==> src/rtl/addition_map_seq_pkg.sv <==
// Shared definitions for the addition-map sequencer: FSM state codes,
// condition-select encoding and the default word-store depth.
// Optional feature macro: ADDITION_MAP_SEQ_BOUNDS_CHECK_EN (see top).
package addition_map_seq_pkg;

    localparam int DEPTH_DEFAULT = 64;

    // FSM state encoding
    localparam logic [2:0] ST_IDLE  = 3'd0;
    localparam logic [2:0] ST_CHECK = 3'd1;
    localparam logic [2:0] ST_READ  = 3'd2;
    localparam logic [2:0] ST_WRITE = 3'd3;
    localparam logic [2:0] ST_DONE  = 3'd4;

    // Condition select: 0 always runs, 1..NFLAGS pick a flag, rest never run
    localparam logic [3:0] COND_ALWAYS = 4'd0;

endpackage

==> src/rtl/addition_map_sequencer_if.sv <==
// Command, word-store and status bundle for the addition-map sequencer.
// slave: the sequencer side; master: the command issuer / store side.
interface addition_map_sequencer_if #(
    parameter int AW     = 6,
    parameter int NFLAGS = 8
);
    logic              cmd_valid;
    logic              cmd_ready;
    logic [31:0]       cmd_origin;
    logic [31:0]       cmd_modifier;
    logic [31:0]       cmd_length;
    logic [3:0]        cmd_cond_sel;
    logic [NFLAGS-1:0] flags;
    logic [AW-1:0]     rd_addr_a;
    logic [AW-1:0]     rd_addr_b;
    logic [31:0]       rd_data_a;
    logic [31:0]       rd_data_b;
    logic              wr_en;
    logic [AW-1:0]     wr_addr;
    logic [31:0]       wr_data;
    logic              busy;
    logic              done;
    logic              skipped;
    logic              err;

    modport slave (
        input  cmd_valid, cmd_origin, cmd_modifier, cmd_length, cmd_cond_sel,
               flags, rd_data_a, rd_data_b,
        output cmd_ready, rd_addr_a, rd_addr_b, wr_en, wr_addr, wr_data,
               busy, done, skipped, err
    );

    modport master (
        output cmd_valid, cmd_origin, cmd_modifier, cmd_length, cmd_cond_sel,
               flags, rd_data_a, rd_data_b,
        input  cmd_ready, rd_addr_a, rd_addr_b, wr_en, wr_addr, wr_data,
               busy, done, skipped, err
    );

endinterface

==> src/rtl/addition_map_cond_eval.sv <==
// Condition evaluator: turns a condition select plus the flag vector into
// a single execute bit. Purely combinational.
module addition_map_cond_eval
    import addition_map_seq_pkg::*;
#(
    parameter int NFLAGS = 8
) (
    input  logic [3:0]        cond_sel_i,
    input  logic [NFLAGS-1:0] flags_i,
    output logic              exec_o
);

    // Select 0 always runs; k in 1..NFLAGS follows flags[k-1]; others never run
    always_comb begin
        exec_o = 1'b0;
        if (cond_sel_i == COND_ALWAYS) begin
            exec_o = 1'b1;
        end else begin
            for (int k = 1; k <= NFLAGS; k++) begin
                if (cond_sel_i == 4'(k)) exec_o = flags_i[k-1];
            end
        end
    end

endmodule

==> src/rtl/addition_map_sequencer.sv <==
// Addition-map sequencer: mem[origin+i] += mem[modifier+i] for i in
// 0..length-1, two cycles per element, iterating downwards when the
// source range overlaps the destination from below.
// Optional: define ADDITION_MAP_SEQ_BOUNDS_CHECK_EN to reject commands whose
// ranges run past DEPTH (err=1) instead of wrapping addresses.
module addition_map_sequencer
    import addition_map_seq_pkg::*;
#(
    parameter int DEPTH  = DEPTH_DEFAULT,
    parameter int AW     = $clog2(DEPTH),
    parameter int NFLAGS = 8
) (
    input  logic                     clk,
    input  logic                     rst,
    addition_map_sequencer_if.slave  bus
);

    logic [2:0]  state_q,    state_d;
    logic [31:0] origin_q,   origin_d;
    logic [31:0] modifier_q, modifier_d;
    logic [31:0] length_q,   length_d;
    logic [31:0] idx_q,      idx_d;
    logic        cond_q,     cond_d;
    logic        desc_q,     desc_d;
    logic        skipped_q,  skipped_d;
    logic        cond_exec;
    logic        overlap;
    logic        last_elem;
    logic        range_bad;

    addition_map_cond_eval #(.NFLAGS(NFLAGS)) u_cond (
        .cond_sel_i (bus.cmd_cond_sel),
        .flags_i    (bus.flags),
        .exec_o     (cond_exec)
    );

    // Source starts below destination and reaches into it: walk downwards so
    // every B read sees the value from before this command.
    assign overlap = (modifier_q < origin_q) &&
                     (({1'b0, modifier_q} + {1'b0, length_q}) > {1'b0, origin_q});
    assign last_elem = desc_q ? (idx_q == 32'd0) : (idx_q == length_q - 32'd1);

`ifdef ADDITION_MAP_SEQ_BOUNDS_CHECK_EN
    logic err_q, err_d;
    assign range_bad = (({1'b0, origin_q}   + {1'b0, length_q}) > 33'(DEPTH)) ||
                       (({1'b0, modifier_q} + {1'b0, length_q}) > 33'(DEPTH));
    assign bus.err   = err_q && (state_q == ST_DONE) && !rst;
`else
    assign range_bad = 1'b0;
    assign bus.err   = 1'b0;
`endif

    // Next-state and datapath control
    always_comb begin
        state_d    = state_q;
        origin_d   = origin_q;
        modifier_d = modifier_q;
        length_d   = length_q;
        idx_d      = idx_q;
        cond_d     = cond_q;
        desc_d     = desc_q;
        skipped_d  = skipped_q;
`ifdef ADDITION_MAP_SEQ_BOUNDS_CHECK_EN
        err_d      = err_q;
`endif
        case (state_q)
            ST_IDLE: if (bus.cmd_valid) begin
                origin_d   = bus.cmd_origin;
                modifier_d = bus.cmd_modifier;
                length_d   = bus.cmd_length;
                cond_d     = cond_exec;
                skipped_d  = 1'b0;
`ifdef ADDITION_MAP_SEQ_BOUNDS_CHECK_EN
                err_d      = 1'b0;
`endif
                state_d    = ST_CHECK;
            end
            ST_CHECK: begin
                if (!cond_q) begin
                    skipped_d = 1'b1;
                    state_d   = ST_DONE;
                end else if (range_bad) begin
`ifdef ADDITION_MAP_SEQ_BOUNDS_CHECK_EN
                    err_d     = 1'b1;
`endif
                    state_d   = ST_DONE;
                end else if (length_q == 32'd0) begin
                    state_d   = ST_DONE;
                end else begin
                    desc_d    = overlap;
                    idx_d     = overlap ? length_q - 32'd1 : 32'd0;
                    state_d   = ST_READ;
                end
            end
            ST_READ:  state_d = ST_WRITE;
            ST_WRITE: begin
                if (last_elem) begin
                    state_d = ST_DONE;
                end else begin
                    idx_d   = desc_q ? idx_q - 32'd1 : idx_q + 32'd1;
                    state_d = ST_READ;
                end
            end
            ST_DONE:  state_d = ST_IDLE;
            default:  state_d = ST_IDLE;
        endcase
    end

    // State and command registers, synchronous reset
    always_ff @(posedge clk) begin
        if (rst) begin
            state_q    <= ST_IDLE;
            origin_q   <= '0;
            modifier_q <= '0;
            length_q   <= '0;
            idx_q      <= '0;
            cond_q     <= 1'b0;
            desc_q     <= 1'b0;
            skipped_q  <= 1'b0;
`ifdef ADDITION_MAP_SEQ_BOUNDS_CHECK_EN
            err_q      <= 1'b0;
`endif
        end else begin
            state_q    <= state_d;
            origin_q   <= origin_d;
            modifier_q <= modifier_d;
            length_q   <= length_d;
            idx_q      <= idx_d;
            cond_q     <= cond_d;
            desc_q     <= desc_d;
            skipped_q  <= skipped_d;
`ifdef ADDITION_MAP_SEQ_BOUNDS_CHECK_EN
            err_q      <= err_d;
`endif
        end
    end

    // Store port and status; rst kills the in-flight write and done pulse
    assign bus.rd_addr_a = origin_q[AW-1:0]   + idx_q[AW-1:0];
    assign bus.rd_addr_b = modifier_q[AW-1:0] + idx_q[AW-1:0];
    assign bus.wr_addr   = origin_q[AW-1:0]   + idx_q[AW-1:0];
    assign bus.wr_data   = bus.rd_data_a + bus.rd_data_b;
    assign bus.wr_en     = (state_q == ST_WRITE) && !rst;
    assign bus.cmd_ready = (state_q == ST_IDLE);
    assign bus.busy      = (state_q != ST_IDLE);
    assign bus.done      = (state_q == ST_DONE) && !rst;
    assign bus.skipped   = skipped_q && (state_q == ST_DONE) && !rst;

endmodule

==> src/flat_wrapper.sv <==
// flat-port wrapper written by rule: the top's interface ports become plain ports
module addition_map_sequencer_flat import addition_map_seq_pkg::*;
#(
    parameter int DEPTH  = DEPTH_DEFAULT,
    parameter int AW     = $clog2(DEPTH),
    parameter int NFLAGS = 8
)
  (clk, rst, bus_cmd_valid, bus_cmd_origin, bus_cmd_modifier, bus_cmd_length, bus_cmd_cond_sel, bus_flags, bus_rd_data_a, bus_rd_data_b, bus_cmd_ready, bus_rd_addr_a, bus_rd_addr_b, bus_wr_en, bus_wr_addr, bus_wr_data, bus_busy, bus_done, bus_skipped, bus_err);
  addition_map_sequencer_if #(.AW(AW), .NFLAGS(NFLAGS)) bus_i ();
  input  logic clk;
  input  logic rst;
  input wire logic [$bits(bus_i.cmd_valid)-1:0] bus_cmd_valid;
  input wire logic [$bits(bus_i.cmd_origin)-1:0] bus_cmd_origin;
  input wire logic [$bits(bus_i.cmd_modifier)-1:0] bus_cmd_modifier;
  input wire logic [$bits(bus_i.cmd_length)-1:0] bus_cmd_length;
  input wire logic [$bits(bus_i.cmd_cond_sel)-1:0] bus_cmd_cond_sel;
  input wire logic [$bits(bus_i.flags)-1:0] bus_flags;
  input wire logic [$bits(bus_i.rd_data_a)-1:0] bus_rd_data_a;
  input wire logic [$bits(bus_i.rd_data_b)-1:0] bus_rd_data_b;
  output wire logic [$bits(bus_i.cmd_ready)-1:0] bus_cmd_ready;
  output wire logic [$bits(bus_i.rd_addr_a)-1:0] bus_rd_addr_a;
  output wire logic [$bits(bus_i.rd_addr_b)-1:0] bus_rd_addr_b;
  output wire logic [$bits(bus_i.wr_en)-1:0] bus_wr_en;
  output wire logic [$bits(bus_i.wr_addr)-1:0] bus_wr_addr;
  output wire logic [$bits(bus_i.wr_data)-1:0] bus_wr_data;
  output wire logic [$bits(bus_i.busy)-1:0] bus_busy;
  output wire logic [$bits(bus_i.done)-1:0] bus_done;
  output wire logic [$bits(bus_i.skipped)-1:0] bus_skipped;
  output wire logic [$bits(bus_i.err)-1:0] bus_err;
  assign bus_i.cmd_valid = bus_cmd_valid;
  assign bus_i.cmd_origin = bus_cmd_origin;
  assign bus_i.cmd_modifier = bus_cmd_modifier;
  assign bus_i.cmd_length = bus_cmd_length;
  assign bus_i.cmd_cond_sel = bus_cmd_cond_sel;
  assign bus_i.flags = bus_flags;
  assign bus_i.rd_data_a = bus_rd_data_a;
  assign bus_i.rd_data_b = bus_rd_data_b;
  assign bus_cmd_ready = bus_i.cmd_ready;
  assign bus_rd_addr_a = bus_i.rd_addr_a;
  assign bus_rd_addr_b = bus_i.rd_addr_b;
  assign bus_wr_en = bus_i.wr_en;
  assign bus_wr_addr = bus_i.wr_addr;
  assign bus_wr_data = bus_i.wr_data;
  assign bus_busy = bus_i.busy;
  assign bus_done = bus_i.done;
  assign bus_skipped = bus_i.skipped;
  assign bus_err = bus_i.err;
  addition_map_sequencer #(.DEPTH(DEPTH), .AW(AW), .NFLAGS(NFLAGS)) u_core (.clk(clk), .rst(rst), .bus(bus_i));
endmodule
==> config.mk <==
export PLATFORM = sky130hd
export DESIGN_NAME = addition_map_sequencer_flat
export DESIGN_NICKNAME = d
export VERILOG_FILES = /design/src/rtl/addition_map_seq_pkg.sv /design/src/rtl/addition_map_sequencer_if.sv /design/src/rtl/addition_map_cond_eval.sv /design/src/rtl/addition_map_sequencer.sv /design/src/flat_wrapper.sv
export SDC_FILE = /design/constraint.sdc
export NUM_CORES = 1
export LEC_CHECK = 0
export CAP_MARGIN = 15
export CORE_MARGIN = 5
export CORE_UTILIZATION = 55
export CTS_BUF_LIST = sky130_fd_sc_hd__clkbuf_16
export DETAILED_ROUTE_END_ITERATION = 10
export PLACE_DENSITY = 0.83
export SYNTH_ARGS = -nofsm -noshare
export SYNTH_HDL_FRONTEND = slang
export SYNTH_SLANG_ARGS = --single-unit
==> constraint.sdc <==
create_clock -name clk -period 13.8 [get_ports clk]
set_input_delay 4.14 -clock clk [delete_from_list [all_inputs] [get_ports clk]]
set_output_delay 4.14 -clock clk [all_outputs]
set_load 0.01 [all_outputs]
==> qor.txt <==
Most common cell after layout, fill and taps aside -> nand2_1
Primary FF master, synth -> dfxtp_1
Via count -> 13200
Yosys warning count -> 0
Status -> finished, final reports clean
Die H -> 163 µm
Hold WC Path Type -> reg -> reg
Mapped Cells -> 1684
Final hold viol count -> 0
Initial core utilization -> 55.4%
Worst Max-Slew Pin Slew -> 1.06 ns
CTS H-tree lvls -> 4
Post-DP HPWL -> 32300 µm
Area grow syn2layout -> 23.2%
Synthesized flop and latch total -> 134
First-pass GRT wire length -> 65200 µm
Syn_nets -> 2032
Clock Tree Buf Depth -> 2
Largest cells by area after synthesis -> dfxtp_1 (21%), ha_1 (16%), a21oi_1 (7.2%)
Synth top area share -> 20.7%
DP Area -> 15300 µm²
RSZ-0062 raised after global routing -> no
Sequential area share after synthesis -> 20.7%
Core area -> 23300 µm²
Maximum net fanout on the critical path -> 4
Crit path DAT -> 8.36 ns
Most frequent cells in the layout -> nand2_1 (243), clkdlybuf4s50_1 (228), a21oi_1 (187)
Initial drt markers -> 1116
Synth cell types -> 86
Worst slew margin -> 29.4%
Grt ovf -> 0
Setup Crit Path Kind -> in -> out
GRT Total Usage -> 30.0%
Fraction of layout cells with a size suffix above 1 -> 4.11%
Post CTS Setup Buffer Count -> 0
Post-Syn Area per Cell -> 7.68 µm²
PD cells -> 95.3 nW/µm²
Largest net degree at the start of global routing -> 98
Die width -> 163 µm
Period minus WS final -> 12.50 ns
Max cap viols -> 0
Cell taking the most area after synthesis -> dfxtp_1
Synth async-reset ratio -> 0%
Final setup vio count -> 0
Initial antenna violation count -> 1
TNS Setup -> 0 ns
Slew Limit Fails -> 0
Drt via density -> 6.01
Hold depth -> 2
Max VDD drop -> 0.0935 mV
Post-layout util -> 68.3%
Antenna viol nets, final -> 0
Fin crit share -> 90.6%
Netlist Area Pre-Place -> 12900 µm²
Top Ports -> 231
Cts bufs inserted -> 17
Startpoint types -> input port
FP Rows -> 56
Gpl congestion -> 0.954
CP required -> 9.66 ns
Cts hold-fix bufs -> 0
Clock Latency Late Sink -> 0.43 ns
Path depth of the worst reg2reg path -> 24
Die area -> 26700 µm²
Skew final -> 0.0123 ns
Vias in the first global route -> 12700
Post-synth EDFFs -> 0
CTS Root Cell -> clkbuf_16
Fillers -> 1951
Hold_ws -> 0.453 ns
Final instance area -> 15900 µm²
# resized after CTS -> 0
IO Port Bufs -> 229
CTS tree -> built
LEAKAGE -> 0.00673 µW
Avg WL per Cell -> 18.6 µm
CTS sink cnt -> 134
CP Capture Type -> output port
1st-pass router iterations -> 5
Final #Nets -> 2208
Peak Freq -> 80.0 MHz
Post-Route WL -> 40900 µm
Register clock-pin slew on the reported worst setup and hold paths -> 0.06 ns
Drt drc -> 0
## registers in the layout, summed over array words and instances (netlist names)
signal	flops
u_core.modifier_q	32
u_core.length_q	32
u_core.skipped_q	1
u_core.origin_q	32
u_core.cond_q	1
u_core.idx_q	32
u_core.desc_q	1
u_core.state_q	3
## worst max-delay path, stage by stage
cell,delay (ns)
clkdlybuf4s50_1,0.43
ha_1,0.33
a211o_1,0.28
a2111oi_0,0.60
o21a_1,0.25
o31ai_1,0.15
a2111oi_0,0.67
o31ai_1,0.24
o31ai_1,0.31
a31oi_1,0.14
nor2_1,0.15
xnor2_1,0.13
clkdlybuf4s50_1,0.55
## report_power, final
group          total (µW)  internal (µW)  switching [µW]
sequential            453            412            41.6
clock                 479            285             194
combinational         586            276             311
total                1520            973             546
## cell families after synthesis
group / after synthesis / synth area share [%]
multiplexers: 8 / 0.745
adder cells (fa/ha/maj): 173 / 17.0
AND/OR/NAND/NOR: 567 / 21.2
buffers and inverters: 160 / 5.05
flip-flops: 134 / 20.7
AO/OA/AOI/OAI: 492 / 24.8
other: 1 / 0.0290
XOR/XNOR: 149 / 10.4
## metal layers
metal	track usage, %	wire (µm)	share of wire [%]
met5	0	0	0
met4	11.4	1560	3.8
met3	4.52	2730	6.7
met2	52.2	19600	48
met1	37.6	17000	42
## path summary, 6_finish.rpt
path / startpoint / to / slack [ns]
hold / removal: u_core.origin_q[6] / u_core.origin_q[6] / 0.45
hold reg to reg: u_core.origin_q[6] / u_core.origin_q[6] / 0.45
setup / recovery: bus_rd_data_b[1] / bus_wr_data[31] / 1.30
setup reg to reg: u_core.length_q[0] / u_core.idx_q[19] / 6.58
## cell type report
| class | count | area (µm²) | area share [%] |
|---|---|---|---|
| Tap cell | 319 | 399 | 2.51 |
| Antenna cell | 1 | 2.50 | 0.0157 |
| Inverter | 82 | 308 | 1.93 |
| Clock buffer | 17 | 425 | 2.67 |
| Multi-Input combinational cell | 1390 | 9600 | 60.3 |
| Sequential cell | 134 | 2680 | 16.8 |
| Clock inverter | 15 | 178 | 1.12 |
| Timing Repair Buffer | 235 | 2330 | 14.7 |
## metrics by stage
stage / instances / total power (µW) / worst slack (ns)
5_1_grt: 2193 / 1590 / 0.965
2_1_floorplan: 1684 / 824 / 2.80
3_5_place_dp: 2160 / 1040 / 1.39
6_report: 2193 / 1520 / 1.30
3_3_place_gp: 2160 / 1020 / 1.42
4_1_cts: 2192 / 1510 / 1.33
## synth_stat cells (16+ instances only)
cell type,number
dfxtp_1,134
nand3_1,32
xor2_1,42
clkbuf_1,57
ha_1,168
xnor2_1,104
a211oi_1,30
o21bai_1,17
a21o_1,54
nand2_1,244
o21a_1,21
nor2_1,98
o21ai_0,52
inv_1,82
a21oi_1,187
nor3_1,36
a22oi_1,16
nand4_1,27
nor4_1,23
Note: power is estimated with default switching activity, not from simulation.
